===== config.mk =====
export PLATFORM = sky130hd
export DESIGN_NAME = uart_cmd_ctrl
export DESIGN_NICKNAME = d
export VERILOG_FILES = /design/src/rtl/uart_pwm_pkg.sv /design/src/rtl/uart_dec_accum.sv /design/src/rtl/uart_cmd_ctrl.sv
export SDC_FILE = /design/constraint.sdc
export NUM_CORES = 1
export LEC_CHECK = 0
export BUFFER_PORTS_ARGS = -buffer_cell sky130_fd_sc_hd__buf_2
export CAP_MARGIN = 30
export CORE_UTILIZATION = 50
export CTS_CLUSTER_SIZE = 25
export DETAILED_ROUTE_END_ITERATION = 8
export PLACE_DENSITY = 0.69
export SYNTH_ARGS = -nofsm -noshare
export SYNTH_HDL_FRONTEND = slang
export SYNTH_SLANG_ARGS = --single-unit
export TNS_END_PERCENT = 50

===== constraint.sdc =====
create_clock -name clk_50mhz -period 6.8 [get_ports clk_50mhz]
set_clock_uncertainty 0.1 [all_clocks]
set_input_delay 0.68 -clock clk_50mhz [delete_from_list [all_inputs] [get_ports clk_50mhz]]
set_output_delay 0.68 -clock clk_50mhz [all_outputs]
set_load 0.03 [all_outputs]

===== src/rtl/uart_pwm_pkg.sv =====
`default_nettype none
// ============================================================================
// uart_pwm_pkg : shared states, ASCII constants and opcode helpers for the
//                UART command controller.
// Revision     : 1.0
// ============================================================================
package uart_pwm_pkg;

  typedef enum logic [2:0] {
    IDLE  = 3'd0,
    NUM   = 3'd1,
    FLUSH = 3'd2,
    APPLY = 3'd3,
    RESP  = 3'd4
  } state_t;

  localparam int          ACC_W      = 27;
  localparam int          DUTY_MAX   = 100;

  localparam logic [7:0]  ASCII_ACK  = 8'h4B;  // 'K'
  localparam logic [7:0]  ASCII_NAK  = 8'h45;  // 'E'
  localparam logic [7:0]  ASCII_CR   = 8'h0D;
  localparam logic [7:0]  OP_FREQ_U  = 8'h46;  // 'F'
  localparam logic [7:0]  OP_FREQ_L  = 8'h66;  // 'f'
  localparam logic [7:0]  OP_DUTY_U  = 8'h44;  // 'D'
  localparam logic [7:0]  OP_DUTY_L  = 8'h64;  // 'd'

  function automatic logic is_freq_op(input logic [7:0] b);
    return (b == OP_FREQ_U) || (b == OP_FREQ_L);
  endfunction

  function automatic logic is_duty_op(input logic [7:0] b);
    return (b == OP_DUTY_U) || (b == OP_DUTY_L);
  endfunction

endpackage : uart_pwm_pkg
`default_nettype wire


===== src/rtl/uart_dec_accum.sv =====
`default_nettype none
// ============================================================================
// uart_dec_accum : ASCII decimal digit detector and base-10 accumulator with
//                  digit counter and full flag.
// Revision       : 1.0
// ============================================================================
module uart_dec_accum
  import uart_pwm_pkg::*;
#(
  parameter int MAX_DIGITS = 8,
  parameter int CNT_W      = $clog2(MAX_DIGITS + 1)
) (
  input  logic             clk,
  input  logic             rst,
  input  logic             clear,
  input  logic             step,
  input  logic [7:0]       din,
  output logic             is_digit,
  output logic [ACC_W-1:0] acc,
  output logic [CNT_W-1:0] count,
  output logic             full
);

  localparam logic [CNT_W-1:0] CNT_MAX = CNT_W'(MAX_DIGITS);

  logic [ACC_W-1:0] digit_val;
  logic [ACC_W-1:0] acc_next;

  assign is_digit  = (din >= 8'h30) && (din <= 8'h39);
  assign digit_val = ACC_W'(din[3:0]);
  // acc*10 + d as two shifts and adds, no multiplier needed
  assign acc_next  = (acc << 3) + (acc << 1) + digit_val;
  assign full      = (count == CNT_MAX);

  always_ff @(posedge clk or posedge rst) begin
    if (rst) begin
      acc   <= '0;
      count <= '0;
    end else if (clear) begin
      acc   <= '0;
      count <= '0;
    end else if (step) begin
      acc   <= acc_next;
      count <= count + 1'b1;
    end
  end

endmodule : uart_dec_accum
`default_nettype wire


===== src/rtl/uart_cmd_ctrl.sv =====
`default_nettype none
// ============================================================================
// uart_cmd_ctrl : parses "<op><digits><EOS>" commands from the UART receiver,
//                 updates PWM frequency/duty and answers 'K' or 'E'.
// Revision      : 1.0
// ============================================================================
module uart_cmd_ctrl
  import uart_pwm_pkg::*;
#(
  parameter int unsigned MAX_FREQ_HZ     = 1_000_000,
  parameter int unsigned MIN_FREQ_HZ     = 1,
  parameter int unsigned DEFAULT_FREQ_HZ = 1000,
  parameter int unsigned DEFAULT_DUTY    = 50,
  parameter logic [7:0]  EOS_CHAR        = 8'h0A,
  parameter int          MAX_DIGITS      = 8
) (
  input  logic        clk_50mhz,
  input  logic        rst,
  input  logic [7:0]  rx_data,
  input  logic        rx_valid,
  output logic [7:0]  tx_data,
  output logic        tx_valid,
  input  logic        tx_ready,
  output logic [23:0] freq_hz,
  output logic [6:0]  duty_pct,
  output logic        cfg_update,
  output logic        rx_drop
);

  localparam int               CNT_W  = $clog2(MAX_DIGITS + 1);
  localparam logic [ACC_W-1:0] F_MIN  = ACC_W'(MIN_FREQ_HZ);
  localparam logic [ACC_W-1:0] F_MAX  = ACC_W'(MAX_FREQ_HZ);
  localparam logic [ACC_W-1:0] D_MAX  = ACC_W'(DUTY_MAX);

  state_t           state;
  logic             op_freq;
  logic             is_digit;
  logic [ACC_W-1:0] acc;
  logic [CNT_W-1:0] count;
  logic             full;
  logic             is_op;
  logic             acc_clear;
  logic             acc_step;
  logic             arg_ok;

  assign is_op     = is_freq_op(rx_data) || is_duty_op(rx_data);
  assign acc_clear = (state == IDLE) && rx_valid && is_op;
  assign acc_step  = (state == NUM) && rx_valid && is_digit && !full;

  uart_dec_accum #(
    .MAX_DIGITS (MAX_DIGITS),
    .CNT_W      (CNT_W)
  ) u_accum (
    .clk      (clk_50mhz),
    .rst      (rst),
    .clear    (acc_clear),
    .step     (acc_step),
    .din      (rx_data),
    .is_digit (is_digit),
    .acc      (acc),
    .count    (count),
    .full     (full)
  );

  always_comb begin
    arg_ok = 1'b0;
    if (count != '0) begin
      if (op_freq) arg_ok = (acc >= F_MIN) && (acc <= F_MAX);
      else         arg_ok = (acc <= D_MAX);
    end
  end

  always_ff @(posedge clk_50mhz or posedge rst) begin
    if (rst) begin
      state      <= IDLE;
      op_freq    <= 1'b0;
      freq_hz    <= 24'(DEFAULT_FREQ_HZ);
      duty_pct   <= 7'(DEFAULT_DUTY);
      tx_data    <= 8'h00;
      tx_valid   <= 1'b0;
      cfg_update <= 1'b0;
      rx_drop    <= 1'b0;
    end else begin
      cfg_update <= 1'b0;
      rx_drop    <= 1'b0;
      unique case (state)
        IDLE: begin
          if (rx_valid && rx_data != ASCII_CR) begin
            if (is_op) begin
              op_freq <= is_freq_op(rx_data);
              state   <= NUM;
            end else if (rx_data != EOS_CHAR) begin
              state   <= FLUSH;
            end
          end
        end
        NUM: begin
          if (rx_valid && rx_data != ASCII_CR) begin
            if (is_digit) begin
              if (full) state <= FLUSH;
            end else if (rx_data == EOS_CHAR) begin
              state <= APPLY;
            end else begin
              state <= FLUSH;
            end
          end
        end
        FLUSH: begin
          if (rx_valid && rx_data == EOS_CHAR) begin
            tx_data  <= ASCII_NAK;
            tx_valid <= 1'b1;
            state    <= RESP;
          end
        end
        APPLY: begin
          rx_drop  <= rx_valid;
          tx_valid <= 1'b1;
          state    <= RESP;
          if (arg_ok) begin
            if (op_freq) freq_hz  <= acc[23:0];
            else         duty_pct <= acc[6:0];
            cfg_update <= 1'b1;
            tx_data    <= ASCII_ACK;
          end else begin
            tx_data    <= ASCII_NAK;
          end
        end
        RESP: begin
          rx_drop <= rx_valid;
          if (tx_valid && tx_ready) begin
            tx_valid <= 1'b0;
            state    <= IDLE;
          end
        end
        default: state <= IDLE;
      endcase
    end
  end

endmodule : uart_cmd_ctrl
`default_nettype wire


; ---- Yosys cells after proc, flatten, opt, wreduce, memory -nomap -nowiden
; Index checks and enable logic that the tools add are counted.
[op_classes]
mul = 0
bitwise_logic = 1
muxes = 25
shifts = 0
magnitude_cmp = 5
eq_ne = 18
n_reduce_logical = 26
n_addsub = 3
div = 0
[ops]
columns = operator, count
row1 = $mux 27, 2
row2 = $eq 8x7->1 const B, 4
row3 = $add 27x27->27, 1
row4 = $add 27x4->27, 1
row5 = $ge 27x1->1 const B, 1
row6 = $le 27x20->1 const B, 1
row7 = $le 27x7->1 const B, 1
row8 = $mux 3, 8
row9 = $ne 8x4->1 const B, 2
row10 = $pmux 8 s2, 1
row11 = $pmux 3 s5, 1
row12 = $mux 4, 3
row13 = $reduce_and 3->1, 4
row14 = $logic_and 1x1->1, 10
row15 = $eq 8x4->1 const B, 1
row16 = $ge 8x6->1 const B, 1
row17 = $le 8x6->1 const B, 1
row18 = $mux 1, 8
row19 = $mux 8, 1
row20 = $eq 3x2->1 const B, 2
row21 = $reduce_and 6->1, 1
row22 = $add 4x1->4 const B, 1
row23 = $eq 4x4->1 const B, 1
row24 = $ne 2x1->1 const B, 2
row25 = 15 further kinds, 19
[totals]
ram_bits = 0
wordCells = 88
latch_bits = 0
rom_bits = 0
mem_count = 0
register_bits = 77
inputBits = 12

; ---- Logic depth before layout (Yosys ltp)
[depth]
word_depth = 6
ltp_mapped = 11
mapped_depth_nobuf = 11

; ---- Hierarchy
; Synthesis repeated with hierarchy kept, for this count alone.
[unflattened]
hier_cells = 510
hier_area_um2 = 4994.8
[modules_own_cells]
columns = mod, area_each_um2, seq_area_each_um2, cells_per_inst, n_inst
row1 = uart_dec_accum, 3061.7, 775.7, 355, 1
row2 = uart_cmd_ctrl, 1933.1, 1037.2, 155, 1

; ---- Worst setup path after synthesis
; OpenSTA, ideal clock, no wires.
[synth_path]
path_kind = input to register
start = in rx_data[3]
end = reg u_accum.acc[25]
setup_slack_ns = 3.455
setup_ns = 0.125
t_arrival_ns = 3.121
cell_stages = 11
path_cell_list = inv_1 fa_1 inv_1 ha_1 a211oi_1 nor2_1 o31ai_1 and3_1 o21ai_0 o21ai_0 mux2_2
[synth_via]
elab_chain_len = 5
word_cells_on_any_way = 17
[synth_lines]
columns = item, line
row1 = from (decl), uart_cmd_ctrl.sv:19  ; input logic [7:0] rx_data,
row2 = "parallel branches: the longest is 5 deep, another holds $add 27x4->27", --
row3 = to (signal assigned), uart_dec_accum.sv:43  ; acc <= acc_next;
row4 = to (decl), uart_dec_accum.sv:19  ; output logic [ACC_W-1:0] acc,
; Parallel ways; which one is timed is not known. The select of a mux whose other input is x is not followed.
; A chain may end at the register's enable or synchronous reset.

; ---- Worst setup path in the final report
[layout_path]
start = reg u_accum.acc[0]
end = reg u_accum.acc[25]
[layout_via]
elab_chain_len = 4
[layout_lines]
columns = item, line
row1 = $add 27x27->27, uart_dec_accum.sv:32  ; assign acc_next = (acc << 3) + (acc << 1) + digit_val;
row2 = $add 27x4->27, uart_dec_accum.sv:32
row3 = $mux 27, uart_dec_accum.sv:42  ; end else if (step) begin
row4 = $mux 27, uart_dec_accum.sv:39  ; end else if (clear) begin
; No other way between the ends. The select of a mux whose other input is x is not followed.

==> summary.txt <==
Place
  – IO Port Bufs: 50
  – Dpl hpwl: roughly 7500 µm
  – Pre-CTS setup slack: approximately 3 ns
  – RePlAce Congestion: 0.911

Clock network
  – Insertion delay to the later sink of the worst-skew pair: between 0.3 and 0.4 ns
  – Resized cells post-CTS: 0
  – CTS Buffer Depth: 2
  – Max H-tree Level: 3
  – Clock transition at path regs: 0.08 ns
  – CTS tree: yes
  – Postcts setup bufs: 0
  – TritonCTS Buffers: 9
  – Clk Tree Root Cell: clkbuf_8
  – Hold-fix buffers, CTS: 0
  – Clk sink count: 72

Min path
  – Hold depth: 2
  – Hold crit path type: flop to flop

Timing
  – # setup viols final: 0
  – Hold WS: roughly 0.38 ns
  – Setup tns final: 0 ns
  – Fmax achieved: 283 MHz
  – Least-Margin Pin Slew: ~0.89 ns
  – Crit path time final: around 3.5 ns
  – Unrepaired setup endpoints after global routing: no
  – Setup ws final: around 3.3 ns
  – Period utilization: 0.519
  – Final hold violation count: 0
  – Pins Over Slew Limit: 0
  – Slew HR: 0.406

Yosys
  – Mapped Cells: 475
  – Post-Syn Area per Cell: around 10 µm²
  – Post-synth top area cell: dfrtp_1
  – Top cell type's share of synthesized area: 0.338
  – Sequential fraction of the synthesis area: 0.389
  – Yosys warnings: 0
  – Async S/R FF share, synth: 1.00
  – Main synth FF type: dfrtp_1
  – Ranking of synthesized cells by area: dfrtp_1, ha_1, mux2_2, dfstp_2, o21ai_0
  – Post-synth EDFFs: 0
  – Syn Std Cell Area: ~0.0047 mm²
  – Register bit count reported by yosys: 72
  – Post-synthesis cell type count: 55

Detailed routing
  – DR vias/cell: approximately 5.8
  – Drt pass-1 iters: 6
  – Initial DRC Count: around 180
  – Routed vias: roughly 3700
  – DR WL/cell: 16.4 µm
  – DRC: 8
  – Antenna Nets Post-Route: 0
  – Post-Route WL: just over 10000 µm

Global route
  – Vias in the first global route: approximately 3700
  – Initial antenna violation count: 0
  – GR Overflow Total: 0
  – Largest net degree at the start of global routing: 73
  – First-pass GRT wire length: 17500 µm
  – All-layer global routing usage: 0.227

Pwr
  – Combinational group share of total power: 0.098
  – P_sw: around 0.00023 W
  – Final Power: roughly 0.00087 W
  – Seq pwr share: 0.519
  – Clock network power share: 0.383
  – Pleak: roughly 2.7 nW
  – Internal power: 0.000636 W
  – PwrDens: 168 mW/mm²
  – Sw frac: 0.268
  – Worst IR drop on VDD: slightly below 0.00008 V

Worst setup path
  – Slowest-stage cell, CP: fa_1
  – CP arrival: 3.66 ns
  – CP required: roughly 7 ns
  – R2R cell count: 11
  – WS Path Type: flop to flop
  – Crit-path max FO: 6
  – Crit-path max cell delay: approximately 0.57 ns
  – CP endpoint kind: flop
  – Startpoint Class: flop
  – Crit path cell chain: inv_1 -> fa_1 -> inv_1 -> ha_1 -> a211oi_1 -> nor2_1 -> o31ai_1 -> and3_1 -> o21ai_0 -> o21ai_0 -> mux2_2

Cells and area
  – Syn-to-layout area delta: 10.9%
  – Fillers: around 790
  – Layout Nets: ~590
  – Layout cell share with drive strength beyond 1: 0.215
  – ANT cells: 0

Status
  – Failing checks: DRC
  – Outcome: finished with violations

Floorplan
  – Die Area: roughly 0.0097 mm²
  – Row count: 34
  – Ports: between 50 and 60
  – Initial Utilization: 0.524
  – Vert. Die Dim: 98.5 µm
  – Die Wd: 98.5 µm
  – Core box area: a little under 0.009 mm²

Run
  – Max-Cap Viols: 0
layout make-up:
type / instances / area [µm²] / area share
multi-input combinational: 365 / 2670 / 0.518
tap: 108 / 135 / 0.0262
clock inverter: 5 / 57.6 / 0.0111
timing repair buffer: 54 / 284 / 0.0550
sequential: 72 / 1810 / 0.351
inverter: 19 / 71.3 / 0.0138
clock buffer: 11 / 131 / 0.0254
Yosys cell counts, types with 2 or more instances:
| library cell | n |
|---|---|
| a211oi_1 | 6 |
| a21boi_0 | 2 |
| a21o_1 | 9 |
| a21oi_1 | 23 |
| a22o_1 | 7 |
| a31oi_1 | 5 |
| a32o_1 | 3 |
| and2_1 | 7 |
| and3_1 | 3 |
| buf_2 | 2 |
| buf_4 | 5 |
| clkbuf_1 | 13 |
| dfrtp_1 | 63 |
| dfstp_2 | 9 |
| fa_1 | 2 |
| ha_1 | 50 |
| inv_1 | 19 |
| mux2_2 | 28 |
| nand2_1 | 48 |
| nand2b_1 | 3 |
| nand3_1 | 7 |
| nand3b_1 | 3 |
| nand4_1 | 12 |
| nor2_1 | 24 |
| nor3_1 | 7 |
| nor3b_1 | 2 |
| nor4_1 | 7 |
| o211a_1 | 2 |
| o211ai_1 | 2 |
| o21a_1 | 3 |
| o21ai_0 | 43 |
| o21bai_1 | 5 |
| o31ai_1 | 5 |
| or2_2 | 4 |
| or3_1 | 3 |
| or4_1 | 2 |
| xnor2_1 | 10 |
| xor2_1 | 10 |
per-layer routing:
layer,global-route usage,vias up,wire [µm]
li1,-,1818,-
met1,0.290,1762,4880
met2,0.389,83,4970
met3,0.0298,16,347
met4,0.0964,0,170
met5,0,-,0
worst max-delay path: cells and delay by family (launching register included):
family	cells	cell delay (ns)
simple gates	2	0.41
compound gates	4	1.05
mux	1	0.37
buf+inv	2	0.17
fa+ha+maj	2	0.87
flops	1	0.45
path summary, 6_finish.rpt:
path / start / end / slack [ns]
max in group asynchronous: rst / u_accum.acc[25] / 5.53
hold reg to reg: freq_hz[2] / freq_hz[2] / 0.38
hold / removal: freq_hz[2] / freq_hz[2] / 0.38
setup reg to reg: u_accum.acc[0] / u_accum.acc[25] / 3.27
min in group asynchronous: rst / freq_hz[14] / 0.49
setup / recovery: u_accum.acc[0] / u_accum.acc[25] / 3.27
cells in the final DEF (no fill, tap or decap), types with 4 or more instances in the layout:
cell type  count
xnor2_1       10
dfrtp_1       63
nor4_1         7
dfstp_2        9
a21o_1         9
ha_1          50
mux2_2        28
or2_2          4
a31oi_1        5
inv_1         18
clkbuf_8       9
o21bai_1       5
buf_2         50
and2_1         7
nand2_1       48
a22o_1         7
nand3_1        7
a21oi_1       23
o21ai_0       43
nor2_1        24
nor3_1         7
xor2_1        10
o31ai_1        5
nand4_1       12
a211oi_1       6
flip-flops by register name, indices dropped and copies added (netlist names):
register	count
u_accum.acc	27
freq_hz	24
duty_pct	7
u_accum.count	4
state	3
tx_data	3
cfg_update	1
op_freq	1
rx_drop	1
tx_valid	1
power groups by stage:
stage                     clock network [W]   logic, W  registers, W
after floorplan                           0  0.0000537      0.000474
after global placement                    0  0.0000857      0.000458
after detailed placement                  0  0.0000859      0.000459
after CTS                          0.000340  0.0000860      0.000451
after global routing               0.000357  0.0000958      0.000453
final                              0.000333  0.0000850      0.000450
stage by stage:
stage / utilization / instances / area [µm²]
finish: 0.581 / 634 / 5170
global route: 0.581 / 634 / 5170
CTS: 0.581 / 634 / 5170
detailed placement: 0.560 / 618 / 4980
global placement: 0.559 / 617 / 4970
floorplan: - / 477 / 4670
logic make-up (layout without fill, tap and decap cells):
logic type                 count (synthesis)  after routing  synth area share
adders and majority gates                 52             52             0.143
xor gates and xnor gates                  20             20            0.0376
and+or+nand+nor                          138            138             0.149
muxes                                     29             29            0.0698
AOI/OAI and AO/OA                        123            123             0.172
other                                      1              3          0.000805
buffers and inverters                     40             89            0.0384
DFF                                       72             72             0.389
No activity file was read; power rests on OpenSTA's default activity.
